`config.mk`:
```
export PLATFORM = sky130hd
export DESIGN_NAME = ori_fifo_rd_stream_flat
export DESIGN_NICKNAME = d
export VERILOG_FILES = /design/src/rtl/ori_fifo_rd_pkg.sv /design/src/rtl/ori_fifo_rd_stream_if.sv /design/src/rtl/ori_skid2.sv /design/src/rtl/ori_fifo_rd_stream.sv /design/src/flat_wrapper.sv
export SDC_FILE = /design/constraint.sdc
export NUM_CORES = 1
export LEC_CHECK = 0
export BUFFER_PORTS_ARGS = -buffer_cell sky130_fd_sc_hd__buf_2
export CAP_MARGIN = 20
export CORE_AREA = 2 2 412 414
export CTS_BUF_LIST = sky130_fd_sc_hd__clkbuf_8 sky130_fd_sc_hd__clkbuf_16
export CTS_CLUSTER_SIZE = 40
export DETAILED_ROUTE_END_ITERATION = 8
export DIE_AREA = 0 0 414 416
export PLACE_DENSITY = 0.53
export SYNTH_ARGS = -nofsm -noshare
export SYNTH_HDL_FRONTEND = slang
export SYNTH_SLANG_ARGS = --single-unit
```
`constraint.sdc`:
```
create_clock -name clk -period 46.3 [get_ports clk]
set_input_delay 6.945 -clock clk [delete_from_list [all_inputs] [get_ports clk]]
set_output_delay 6.945 -clock clk [all_outputs]
set_load 0.05 [all_outputs]
```
`src/rtl/ori_fifo_rd_pkg.sv`:
```
// Shared types and constants for the ori_fifo read-side stream adapter.
package ori_fifo_rd_pkg;

    localparam int BEAT_CNT_W = 32;

    typedef enum logic [1:0] {
        EMPTY = 2'd0,
        ONE   = 2'd1,
        TWO   = 2'd2
    } occ_e;

endpackage

```
`src/rtl/ori_fifo_rd_stream_if.sv`:
```
// FIFO read port plus output valid/ready stream of the ori_fifo read adapter.
// master = adapter side, slave = FIFO/consumer side.
interface ori_fifo_rd_stream_if
    import ori_fifo_rd_pkg::*;
#(
    parameter int WIDTH = 512
);
    localparam int W = (WIDTH < 1) ? 1 : WIDTH;

    logic                  fifo_empty_i;
    logic                  fifo_rd_en_o;
    logic [W-1:0]          fifo_rd_data_i;
    logic                  m_valid_o;
    logic [W-1:0]          m_data_o;
    logic                  m_ready_i;
    logic [BEAT_CNT_W-1:0] beat_cnt_o;

    modport master (
        input  fifo_empty_i,
        output fifo_rd_en_o,
        input  fifo_rd_data_i,
        output m_valid_o,
        output m_data_o,
        input  m_ready_i,
        output beat_cnt_o
    );

    modport slave (
        output fifo_empty_i,
        input  fifo_rd_en_o,
        output fifo_rd_data_i,
        input  m_valid_o,
        input  m_data_o,
        output m_ready_i,
        input  beat_cnt_o
    );

endinterface

```
`src/rtl/ori_skid2.sv`:
```
// Generic 2-entry registered buffer (head/tail) with push, pop and occupancy.
//   state | meaning
//   EMPTY | no entries, head/tail undefined
//   ONE   | head valid
//   TWO   | head and tail valid, tail is the younger entry
module ori_skid2
    import ori_fifo_rd_pkg::*;
#(
    parameter int WIDTH = 512
) (
    input  logic                                 clk,
    input  logic                                 rst,
    input  logic                                 push_i,
    input  logic [((WIDTH < 1) ? 1 : WIDTH)-1:0] push_data_i,
    input  logic                                 pop_i,
    output occ_e                                 occ_o,
    output logic [((WIDTH < 1) ? 1 : WIDTH)-1:0] head_o
);
    localparam int W = (WIDTH < 1) ? 1 : WIDTH;

    occ_e         occ_q, occ_d;
    logic [W-1:0] head_q, head_d;
    logic [W-1:0] tail_q, tail_d;
    logic         pop;

    assign pop = pop_i && (occ_q != EMPTY);

    always_comb begin
        occ_d  = occ_q;
        head_d = head_q;
        tail_d = tail_q;
        unique case (occ_q)
            EMPTY: begin
                if (push_i) begin
                    occ_d  = ONE;
                    head_d = push_data_i;
                end
            end
            ONE: begin
                if (push_i && pop) begin
                    head_d = push_data_i;
                end else if (push_i) begin
                    occ_d  = TWO;
                    tail_d = push_data_i;
                end else if (pop) begin
                    occ_d = EMPTY;
                end
            end
            TWO: begin
                // A push here only ever accompanies a pop; keep it ordered anyway.
                if (pop) begin
                    head_d = tail_q;
                    if (push_i) begin
                        tail_d = push_data_i;
                    end else begin
                        occ_d = ONE;
                    end
                end
            end
            default: occ_d = EMPTY;
        endcase
    end

    always_ff @(posedge clk) begin
        if (rst) begin
            occ_q <= EMPTY;
        end else begin
            occ_q <= occ_d;
        end
    end

    always_ff @(posedge clk) begin
        head_q <= head_d;
        tail_q <= tail_d;
    end

    assign occ_o  = occ_q;
    assign head_o = head_q;

endmodule

```
`src/rtl/ori_fifo_rd_stream.sv`:
```
// Read-side adapter: issues rd_en into a 1-cycle-latency FIFO and presents a registered valid/ready stream.
// Optional accepted-beat counter enabled by defining ORI_FIFO_RD_BEAT_CNT_EN.
module ori_fifo_rd_stream
    import ori_fifo_rd_pkg::*;
#(
    parameter int WIDTH = 512
) (
    input  logic                 clk,
    input  logic                 rst,
    ori_fifo_rd_stream_if.master bus
);
    localparam int W = (WIDTH < 1) ? 1 : WIDTH;

    occ_e         occ;
    logic [1:0]   occ_n;
    logic [W-1:0] head;
    logic         m_valid;
    logic         pop;
    logic         rd_en;
    logic [2:0]   demand;
    logic         inflight_q, inflight_d;

    assign occ_n   = occ;
    assign m_valid = (occ != EMPTY);
    assign pop     = m_valid && bus.m_ready_i;

    // Slots already owed (buffered + in flight) after this cycle's pop must leave room.
    always_comb begin
        demand     = 3'(occ_n) + 3'(inflight_q) - 3'(pop);
        rd_en      = !rst && !bus.fifo_empty_i && (demand < 3'd2);
        inflight_d = rd_en;
    end

    always_ff @(posedge clk) begin
        if (rst) begin
            inflight_q <= 1'b0;
        end else begin
            inflight_q <= inflight_d;
        end
    end

    ori_skid2 #(
        .WIDTH (W)
    ) u_skid (
        .clk         (clk),
        .rst         (rst),
        .push_i      (inflight_q),
        .push_data_i (bus.fifo_rd_data_i),
        .pop_i       (pop),
        .occ_o       (occ),
        .head_o      (head)
    );

    assign bus.fifo_rd_en_o = rd_en;
    assign bus.m_valid_o    = m_valid;
    assign bus.m_data_o     = head;

`ifdef ORI_FIFO_RD_BEAT_CNT_EN
    logic [BEAT_CNT_W-1:0] beat_cnt_q, beat_cnt_d;

    always_comb begin
        beat_cnt_d = beat_cnt_q + BEAT_CNT_W'(pop);
    end

    always_ff @(posedge clk) begin
        if (rst) begin
            beat_cnt_q <= '0;
        end else begin
            beat_cnt_q <= beat_cnt_d;
        end
    end

    assign bus.beat_cnt_o = beat_cnt_q;
`else
    assign bus.beat_cnt_o = '0;
`endif

endmodule

```
`src/flat_wrapper.sv`:
```
// flat-port wrapper written by rule: the top's interface ports become plain ports
module ori_fifo_rd_stream_flat import ori_fifo_rd_pkg::*;
#(
    parameter int WIDTH = 512
)
  (clk, rst, bus_fifo_empty_i, bus_fifo_rd_en_o, bus_fifo_rd_data_i, bus_m_valid_o, bus_m_data_o, bus_m_ready_i, bus_beat_cnt_o);
  ori_fifo_rd_stream_if #(.WIDTH(WIDTH)) bus_i ();
  input  logic clk;
  input  logic rst;
  input wire logic [$bits(bus_i.fifo_empty_i)-1:0] bus_fifo_empty_i;
  output wire logic [$bits(bus_i.fifo_rd_en_o)-1:0] bus_fifo_rd_en_o;
  input wire logic [$bits(bus_i.fifo_rd_data_i)-1:0] bus_fifo_rd_data_i;
  output wire logic [$bits(bus_i.m_valid_o)-1:0] bus_m_valid_o;
  output wire logic [$bits(bus_i.m_data_o)-1:0] bus_m_data_o;
  input wire logic [$bits(bus_i.m_ready_i)-1:0] bus_m_ready_i;
  output wire logic [$bits(bus_i.beat_cnt_o)-1:0] bus_beat_cnt_o;
  assign bus_i.fifo_empty_i = bus_fifo_empty_i;
  assign bus_fifo_rd_en_o = bus_i.fifo_rd_en_o;
  assign bus_i.fifo_rd_data_i = bus_fifo_rd_data_i;
  assign bus_m_valid_o = bus_i.m_valid_o;
  assign bus_m_data_o = bus_i.m_data_o;
  assign bus_i.m_ready_i = bus_m_ready_i;
  assign bus_beat_cnt_o = bus_i.beat_cnt_o;
  ori_fifo_rd_stream #(.WIDTH(WIDTH)) u_core (.clk(clk), .rst(rst), .bus(bus_i));
endmodule
```
==> results of run 1 <==
## through the flow
| step | setup slack, ns | hold slack [ns] | util, % | area (sq um) |
|---|---|---|---|---|
| after detailed placement | 29.64 | 0.5313 | 27.57 | 46360 |
| after floorplan | 1.300 | 0.5231 | - | 39320 |
| after CTS | 29.62 | 0.5346 | 29.65 | 49850 |
| final | 29.80 | 0.5356 | 29.66 | 49870 |
| after global placement | 29.00 | 0.5289 | 27.57 | 46360 |
| after global routing | 29.65 | 0.5488 | 29.65 | 49860 |
## worst register-to-register path: cells and delay by family, from the launching register on
family / cells / cell delay [ns]
buffers and inverters: 5 / 4.08
AOI/OAI and AO/OA: 1 / 0.78
and+or+nand+nor: 2 / 0.59
DFF: 1 / 0.54
## path summary, 6_finish.rpt
kind	depth (start not counted)	slack [ns]	from	to
setup reg to reg	8	39.85	u_core.u_skid.occ_o[1]	u_core.u_skid.tail_q[192]
hold / removal	1	0.54	u_core.u_skid.tail_q[473]	u_core.u_skid.head_o[473]
setup / recovery	9	29.80	bus_m_ready_i	bus_fifo_rd_en_o
hold reg to reg	1	0.54	u_core.u_skid.tail_q[473]	u_core.u_skid.head_o[473]
## cell type report
| class | instances | area share, % |
|---|---|---|
| diodes | 9 | 0.04516 |
| clock buffers | 112 | 5.597 |
| clock inverters | 89 | 1.387 |
| inverters | 2 | 0.01505 |
| multi-input cells | 567 | 14.84 |
| flip-flops and latches | 1027 | 61.78 |
| well taps | 2218 | 5.565 |
| repair buffers | 1050 | 10.77 |
## power by group
part | internal [mW] | switching (mW) | total, mW | leakage, nW
Clock | 0.481 | 0.369 | 0.850 | 1.82
Sequential | 1.09 | 0.0136 | 1.10 | 9.39
Combinational | 0.0776 | 0.217 | 0.294 | 7.31
Total | 1.65 | 0.600 | 2.25 | 18.5
## cell usage after synthesis (2+ instances only)
master    number  area (sq um)
inv_1          2         7.510
mux2_4       347          5210
buf_12        33         660.6
buf_8          6         90.09
dfxtp_1        3         60.06
nor2_1         2         7.510
buf_4         48         360.4
mux2_2       165          1858
a21oi_1        2         10.01
nand2b_1       2         12.51
ha_1           2         25.02
nor4b_1        2         17.52
edfxtp_1    1024         30750
## layer usage
layer / vias to the layer above / global-route usage (%) / wire, microns
li1: 8761 / - / -
met1: 9812 / 12.48 / 39090
met2: 716 / 20.42 / 53240
met3: 244 / 5.393 / 9304
met4: 84 / 2.732 / 2235
met5: - / 0 / 507
## registers in the layout, summed over array words and instances, names as in the netlist
register / cells
u_core.u_skid.tail_q: 512
u_core.inflight_q: 1
u_core.u_skid.head_o: 512
u_core.u_skid.occ_o: 2
## cell families after synthesis
group                    after synthesis  synth area share [%]
flip-flops                          1027                 78.59
multiplexers                         513                 18.06
buffers and inverters                 91                 2.895
AND/OR/NAND/NOR                       13                0.2266
AO/OA/AOI/OAI                          5               0.08298
adder cells (fa/ha/maj)                3                0.1149
other                                  1              0.009566
XOR/XNOR                               1               0.02235
## cells in the final DEF, fill, tap and decap left out, types with 2 or more instances in the layout
cell type,instances
diode_2,9
mux2_2,165
edfxtp_1,1024
conb_1,32
inv_1,38
buf_12,5
inv_6,2
mux2_4,347
clkinv_4,3
inv_16,3
dfxtp_1,3
clkinv_16,2
buf_2,1029
clkinv_1,24
buf_4,16
ha_1,2
bufinv_16,8
clkbuf_16,111
nand2b_1,2
clkinvlp_4,3
clkinv_2,8
nor2_1,2
==> results.md, run 1 <==
- Outcome: complete, no violations
- Hold Crit Class: reg2reg
- Cell leakage power: approximately 19 nW
- Filler cells: 16,720
- Initial antenna violation count: 59
- Post-route insts no fill: between 5,000 and 6,000
- Critical path launch point type: input port
- Tot Pwr: about 2.2 mW
- Vias in the first global route: 20,210
- Maxcap violations: 0
- Number of synthesized flops with an enable pin: just over 1,000
- Netlist cell types: 29
- Number of remaining DRC errors: 0
- Bufs on Longest Clock Path: 3
- CP Class: in2out
- Synthesized cell area: between 30,000 and 40,000 sq um
- Crit end category: output pin
- Worst Skew: roughly 0.036 ns
- Worst skew pair latency: between 0.7 and 0.8 ns
- Worst Tran Pin Value: ~1.2 ns
- #FFs+latches synth: roughly 1,000
- Ports: around 1,100
- First-pass GRT wire length: roughly 150,000 microns
- Synth warn: 0
- Cts hold-fix bufs: 0
- Setup bufs post-CTS: 0
- Main flop type after synthesis: edfxtp_1
- Most used cell, CP: buf_2
- Row count: between 150 and 200
- DIE WIDTH: approximately 410 microns
- Clk sink count: 1,027
- Fin crit share: around 36%
- Area of the multi-input gates: approximately 7400 sq um
- Num CTS Buffers: roughly 110
- Max stage delay on crit path: ~0.67 ns
- GPL Wtd Cong: ~0.8
- Final setup vio count: 0
- Largest net degree at the start of global routing: ~160
- DRT Pass-1 Iters: 5
- Routed WL: roughly 100,000 microns
- Drt initial violations: approximately 1,100
- Fmax: between 0.06 and 0.07 GHz
- Async S/R FF share, synth: 0%
- H-tree depth: 3
- Die footprint: 172,200 sq um
- Slew Limit Fails: 0
- IO Port Bufs: ~1,000
- Avg Cell Area, Syn: around 24 sq um
- WL/cell: 20.57 microns
- Worst slew margin: a little under a quarter
- Clock-pin slew on the worst setup and hold paths: about 0.06 ns
- Vias: 19,620
- Inst Count DP: 4,864
- Syn-to-layout area delta: 27.22%
- Cts repair resizes: 0
- Share of cells above drive strength 1: 60.03%
- Slowest-stage cell, CP: nor4b_2
- Global-route congestion overflow total: 0
- CORE AREA: roughly 170,000 sq um
- Root Buffer: clkbuf_16
- CP max FO: 5
- DP HPWL: 75,370 microns
- Clock period minus worst slack: roughly 17 ns
- Final net count: ~3,300
- Die Y: between 400 and 500 microns
- Vias per inst: ~3.9
- Arrival time at the worst endpoint: 9.56 ns
- Buf+Inv Stages, Crit Path: 3
- CP cell instances: buf_2, and2_1, ha_1, or2b_1, fa_1, xor2_1, nor4b_2, buf_4, buf_2
- Register area share after synthesis: 78.59%
- Tot GR Track Use: around 12%
- Mapped Cells: around 1,700
- Cell class contributing the biggest share of worst-path delay: simple AND/OR/NAND/NOR gates
- CTS tree: yes
- Initial core utilization: about a quarter
- Maximum vdd drop: about 33 uV
- Register area: 30,810 sq um
- Final ANT Viol Nets: 0
- RSZ-0062 raised after global routing: no
- PD cells: roughly 45 nW/um^2
- Worst path required time: approximately 40 ns
- Hold Vio Cnt, Final: 0
- Setup TNS: 0 ns
Power figures use the tool's default switching activity.
==> run 2, diff against run 1 <==
- PLACE_DENSITY: 0.53 -> 0.52
- clock period: 46.3 -> 17.1 ns (I/O delays scaled with it)
==> run 2 against run 1 <==
Combinational power grew to 2.7 times the previous value. Worst setup slack got worse by 21 ns. Non-clock buffer count stayed put. Clock-buffer cell count up 1. Routed wire length shrank 0.69%. Die area stayed put. Utilization barely moved. Via count shrank 0.58%. Final cell count grew 0.14%. Register-to-register slack worse by 29 ns. Hold slack improved by 0.0016 ns. Critical path type unchanged. Critical endpoint unchanged. Largest cell class unchanged. Highest routed layer unchanged.
==> results.md, run 2 (synthesis results as in run 1) <==
- Outcome: complete, no violations
- Final net count: 3,277 (-0.031%)
- Hold Vio Cnt, Final: 0 (unchanged)
- Vias: 19,500 (-0.58%)
- Filler cells: 16,770 (+0.35%)
- Vias per inst: 3.839 (-0.71%)
- DRT Pass-1 Iters: 5 (unchanged)
- DIE WIDTH: 414 microns (unchanged)
- Worst Tran Pin Value: 1.080 ns (-0.07170 ns)
- Critical path launch point type: input port
- Fin area: 49,890 sq um (about the same)
- Maximum vdd drop: 88.79 uV (+170%)
- Cts repair resizes: 0 (unchanged)
- Die Y: 416 microns (unchanged)
- Die footprint: 172,200 sq um (unchanged)
- Most common cell after layout, fill and taps aside: buf_2
- Row count: 151 (unchanged)
- Tot Pwr: 6.102 mW (+170%)
- Ports: 1,062 (unchanged)
- Drt initial violations: 1,140 (+3.0%)
- R2R Path End: u_core.u_skid.head_o[182]
- Worst path required time: 14.53 ns (-24.82 ns)
- Most frequent cells in the layout: 1,029 x buf_2, 1,024 x edfxtp_1, 347 x mux2_4
- R2R Path Start: u_core.u_skid.occ_o[1]
- CORE AREA: 168,100 sq um (unchanged)
- Initial core utilization: 23.31% (unchanged)
- Cts hold-fix bufs: 0 (unchanged)
- Slowest-stage cell, CP: nor4b_1
- CP Class: in2out
- Number of remaining DRC errors: 0 (unchanged)
- First-pass GRT wire length: 144,500 microns (-1.3%)
- CP cell instances: buf_2, and2_1, ha_1, or2b_1, fa_1, xor2_1, nor4b_1, buf_4, buf_2
- Global-route congestion overflow total: 0 (unchanged)
- Largest net degree at the start of global routing: 152 (-1.9%)
- Fin crit share: 45.65%
- Switching pwr: 1.614 mW (+170%)
- End point of the critical path: bus_fifo_rd_en_o
- Area of the multi-input gates: 7396 sq um (about the same)
- Crit end category: output pin
- WL/cell: 20.40 microns (-0.82%)
- GRT Max-Usage Layer: met2
- Fmax: about 0.13 GHz
- Hold Crit Class: reg2reg
- Share of cells above drive strength 1: 60.16% (+0.13 points)
- Clk sink count: 1,027 (unchanged)
- Num CTS Buffers: 110 (-0.90%)
- Routed WL: 103,700 microns (-0.69%)
- Slew Limit Fails: 0 (unchanged)
- DP Area: 46,370 sq um (about the same)
- Grt met2 use: 19.32% (-1.1 points)
- DP HPWL: 74,200 microns (-1.5%)
- Clk pwr share: 37.9% (about the same)
- Buf+Inv Stages, Crit Path: 3 (unchanged)
- Reg2reg setup slack: 10.90 ns (-28.95 ns)
- H-tree depth: 3 (unchanged)
- Final ANT Viol Nets: 0 (unchanged)
- Crit path from: bus_m_ready_i
- Clock period minus worst slack: 7.807 ns
- Register area: 30,810 sq um (unchanged)
- CTS tree: yes
- Arrival time at the worst endpoint: 5.24 ns (-4.32 ns)
- Root Buffer: clkbuf_16
- PD cells: 122.3 nW/um^2 (+170%)
- Setup bufs post-CTS: 0 (unchanged)
- Syn-to-layout area delta: 27.27% (about the same)
- Vias in the first global route: 20,190 (-0.13%)
- Cell leakage power: 18.52 nW (about the same)
- GPL Wtd Cong: 0.8028 (+0.78%)
- Reg2Reg Depth: 7 (-1)
- Tot GR Track Use: 11.46% (-0.10 points)
- Worst slew margin: 28.02% (+4.8 points)
- Global Route met3 Usage: 5.542% (+0.15 points)
- Max stage delay on crit path: 0.78 ns (+0.11 ns)
- Final core utilization: 29.67% (about the same)
- Sw Ratio: 26.46% (-0.21 points)
- Final setup vio count: 0 (unchanged)
- Met1 usage: 12.71% (+0.23 points)
- RSZ-0062 raised after global routing: no
- Initial antenna violation count: 54 (-8.5%)
- Worst Skew: 0.02540 ns (-0.01034 ns)
- Bufs on Longest Clock Path: 3 (unchanged)
- Setup TNS: 0 ns (unchanged)
- Maxcap violations: 0 (unchanged)
- Post-route insts no fill: 5,081 (+0.14%)
- Clock-pin slew on the worst setup and hold paths: 0.06 ns (about the same)
- Crit. path cell count: 9 (unchanged)
- Pint: 4.488 mW (+170%)
- Comb power frac: 13.1% (about the same)
- Inst Count DP: 4,864 (unchanged)
- Cell class contributing the biggest share of worst-path delay: simple AND/OR/NAND/NOR gates
- Worst skew pair latency: 0.72 ns (-0.03 ns)
- CP max FO: 5 (unchanged)
- IO Port Bufs: 1,029 (unchanged)
- Most used cell, CP: buf_2
- Sequential power share: 49.0% (about the same)
[run 2: cell type report]
| type | count | share of cell area (%) |
|---|---|---|
| clock buffer | 113 | 5.668 |
| tap | 2218 | 5.563 |
| clock inverter | 90 | 1.317 |
| antenna | 14 | 0.07022 |
| inverter | 2 | 0.01505 |
| timing repair buffer | 1050 | 10.79 |
| sequential | 1027 | 61.75 |
| multi-input combinational | 567 | 14.82 |
[run 2: layer usage]
layer / vias up / routed length, microns
met5: - / 344
met3: 210 / 9565
met4: 56 / 2549
met2: 692 / 51470
met1: 9755 / 39730
li1: 8791 / -
[run 2: stage by stage]
stage	hold slack, ns	setup slack, ns
6_report	0.5372	9.294
5_1_grt	0.5409	9.266
4_1_cts	0.5342	9.259
3_5_place_dp	0.5305	9.276
3_3_place_gp	0.5256	9.212
2_1_floorplan	0.5231	0.2215
[run 2: how the worst min path moves through the flow]
stage	from	end	cells past startpoint	slack [ns]
after floorplan	u_core.u_skid.tail_q[0]	u_core.u_skid.head_o[0]	1	0.52
after global placement	u_core.u_skid.tail_q[73]	u_core.u_skid.head_o[73]	1	0.53
after detailed placement	u_core.u_skid.tail_q[61]	u_core.u_skid.head_o[61]	1	0.53
after CTS	u_core.u_skid.tail_q[207]	u_core.u_skid.head_o[207]	1	0.53
after global routing	u_core.u_skid.tail_q[99]	u_core.u_skid.head_o[99]	1	0.54
final	u_core.u_skid.tail_q[207]	u_core.u_skid.head_o[207]	1	0.54
[run 2: power by group through the flow]
stage               combinational, mW  clock, mW  sequential (mW)
finish                          0.798       2.31             2.99
floorplan                       0.215          0             3.47
detailed placement              0.810          0             3.04
global route                    0.833       2.49             3.00
global placement                0.804          0             3.04
CTS                             0.811       2.40             2.99
==> run 3, diff against run 2 <==
- ABC_AREA: default -> 1
- CORE_AREA: 2 2 412 414 -> 2 2 417 419
- DIE_AREA: 0 0 414 416 -> 0 0 419 421
- clock period: 17.1 -> 7 ns (I/O delays scaled with it)
==> run 3 against run 2 <==
Synthesized cell count is 66% higher. Sequential share of layout area rose by 0.98 points. Final area decreased by 1.6%.
==> results.md, run 3 <==
- Reg2Reg Depth: 7 (unchanged)
- Fmax: 0.2167 GHz
- Max stage delay on crit path: 0.62 ns (-0.16 ns)
- RSZ-0062 raised after global routing: no
- Async S/R FF share, synth: 0% (unchanged)
- PD cells: 343.3 nW/um^2 (+180%)
- Cell leakage power: 20.07 nW (+8.4%)
- DIE WIDTH: 419 microns (+1.2%)
- Final net count: 4,320 (+32%)
- Die footprint: 176,400 sq um (+2.4%)
- CTS tree: yes
- IO Port Bufs: 1,029 (unchanged)
- Clk sink count: 1,027 (unchanged)
- H-tree depth: 3 (unchanged)
- Arrival time at the worst endpoint: 3.57 ns (-1.67 ns)
- Vias in the first global route: 23,090 (+14%)
- Maxcap violations: 0 (unchanged)
- Hold Vio Cnt, Final: 0 (unchanged)
- Tot GR Track Use: 13.70% (+2.2 points)
- Clock period minus worst slack: approximately 4.6 ns
- DP HPWL: 89,760 microns (+21%)
- Drt initial violations: 2,056 (+80%)
- Register area: 30,810 sq um (unchanged)
- Bufs on Longest Clock Path: 3 (unchanged)
- Root Buffer: clkbuf_16
- Vias per inst: 3.851 (+0.31%)
- Clock-pin slew on the worst setup and hold paths: 0.07 ns (about the same)
- Critical path launch point type: register
- First-pass GRT wire length: 173,300 microns (+20%)
- Worst slew margin: 24.86% (-3.2 points)
- CP Class: reg2out
- Tot Pwr: 16.86 mW (+180%)
- Hold Crit Depth: 1 (unchanged)
- GPL Wtd Cong: 0.9275 (+16%)
- Netlist cell types: 22 (-24%)
- Row count: 153 (+1.3%)
- Register area share after synthesis: 81.26% (+2.7 points)
- Top-count cell post-synth: nand2_1
- Most common cell after layout, fill and taps aside: nand2_1
- CP cell instances: nor2_1, nor2_4, ha_1, or2_2, fa_1, inv_1, nor4_2, buf_4, buf_2
- Routed WL: 126,100 microns (+22%)
- Fin area: 49,110 sq um (-1.6%)
- Slowest-stage cell, CP: dfxtp_1
- Synth warn: 0 (unchanged)
- Top post-synthesis cells by area: edfxtp_1 81%, nand2_1 15%, buf_6 1.3%
- Number of remaining DRC errors: 0 (unchanged)
- Global-route congestion overflow total: 0 (unchanged)
- Synthesized cell area: 37,910 sq um (-3.3%)
- Cell class contributing the biggest share of worst-path delay: simple AND/OR/NAND/NOR gates
- Synth cell count leaders: 1,541 x nand2_1, 1,024 x edfxtp_1, 55 x buf_2
- Largest area contributor in the netlist: edfxtp_1
- Slew Limit Fails: 0 (unchanged)
- Main flop type after synthesis: edfxtp_1
- Worst skew pair latency: 0.75 ns (+0.03 ns)
- Ports: 1,062 (unchanged)
- #FFs+latches synth: 1,027 (unchanged)
- Share of cells above drive strength 1: 31.40% (-29 points)
- Worst Tran Pin Value: 1.127 ns (+0.04752 ns)
- CORE AREA: 172,500 sq um (+2.6%)
- Initial core utilization: 21.98% (-1.3 points)
- Cts repair resizes: 0 (unchanged)
- Largest net degree at the start of global routing: 200 (+32%)
- Filler cells: 17,860 (+6.5%)
- WL/cell: 20.26 microns (-0.70%)
- Initial antenna violation count: 48 (-11%)
- Number of synthesized flops with an enable pin: 1,024 (unchanged)
- DRT Pass-1 Iters: 5 (unchanged)
- Hold Crit Class: in2reg
- Crit. path cell count: 9 (unchanged)
- DP Area: 45,360 sq um (-2.2%)
- Vias: 23,970 (+23%)
- Synth top area share: 81.11% (+2.7 points)
- Syn-to-layout area delta: 29.54%
- Worst path required time: 5.95 ns (-8.58 ns)
- Avg Cell Area, Syn: 13.80 sq um (-42%)
- Num CTS Buffers: 113 (+2.7%)
- Most frequent cells in the layout: 1,540 x nand2_1, 1,029 x buf_2, 1,024 x edfxtp_1
- Buf+Inv Stages, Crit Path: 3 (unchanged)
- Mapped Cells: 2,747 (+66%)
- Cts hold-fix bufs: 0 (unchanged)
- Area of the multi-input gates: 6133 sq um (-17%)
- Final setup vio count: 0 (unchanged)
- CP max FO: 8 (+3)
- Crit end category: output pin
- Setup TNS: 0 ns (unchanged)
- Final ANT Viol Nets: 0 (unchanged)
- Maximum vdd drop: 194.0 uV (+120%)
- Setup bufs post-CTS: 0 (unchanged)
- Outcome: complete, no violations
- Worst Skew: 0.02703 ns (+0.001631 ns)
- Fin crit share: 65.94%
- Die Y: 421 microns (+1.2%)
==> run 3: cell count changes after synthesis, sizes merged, moves of 2 or more <==
cell	delta
nor4b	-2
mux2	-512
nor3	+2
inv	+7
nor2	+5
nor4	+2
nand2	+1541
nand3	+2
nand2b	-2
buf	+56
==> run 3: worst register-to-register path: stages (launching register included) <==
cell	delay (ns)
dfxtp_1	0.62
nor2_1	0.20
nor2_4	0.18
ha_4	0.15
a21oi_4	0.05
nor2_4	0.48
buf_12	0.39
buf_12	0.63
==> run 3: path summary, 6_finish.rpt <==
| path | startpoint | to | slack, ns |
|---|---|---|---|
| setup / recovery | u_core.u_skid.occ_o[1] | bus_fifo_rd_en_o | 2.38 |
| hold / removal | bus_fifo_rd_data_i[15] | u_core.u_skid.tail_q[15] | 0.48 |
| setup reg to reg | u_core.u_skid.occ_o[1] | u_core.u_skid.head_o[481] | 3.73 |
| hold reg to reg | u_core.u_skid.tail_q[499] | u_core.u_skid.head_o[499] | 0.50 |
==> run 3: per-layer routing <==
metal	routed length, microns	global-route usage, %	vias to the layer above
met5	94	0	-
met4	2975	4.440	16
met3	8395	3.266	184
met2	63000	23.34	818
met1	51640	16.97	11570
li1	-	-	11380
==> run 3: cells by family after synthesis <==
family | Yosys count | share of synthesized area, %
fa+ha+maj | 3 | 0.1188
flops | 1027 | 81.26
simple gates | 1558 | 15.49
xor+xnor | 1 | 0.02311
buf+inv | 154 | 3.049
compound gates | 3 | 0.04621
other cells | 1 | 0.009891
==> run 3: stage by stage <==
step	hold slack [ns]	setup WS, ns	util [%]	std cells
floorplan	0.4874	-2.331	-	2778
global placement	0.4927	1.603	26.29	6010
detailed placement	0.4940	2.729	26.30	6011
CTS	0.3766	2.257	28.46	6214
global route	0.4198	2.153	28.47	6219
finish	0.4811	2.384	28.47	6225
==> run 3: layout make-up <==
cell class	count	share of cell area, %
inverters	9	0.1274
diodes	11	0.05605
clock inverters	89	1.783
multi-input cells	1597	12.49
clock buffers	114	5.808
flip-flops and latches	1027	62.73
repair buffers	1053	11.08
well taps	2325	5.923
==> run 3: report_power, final <==
part	internal, mW	switching, mW
clock network	3.54	2.53
logic	0.522	2.56
registers	7.52	0.187
total	11.6	5.28
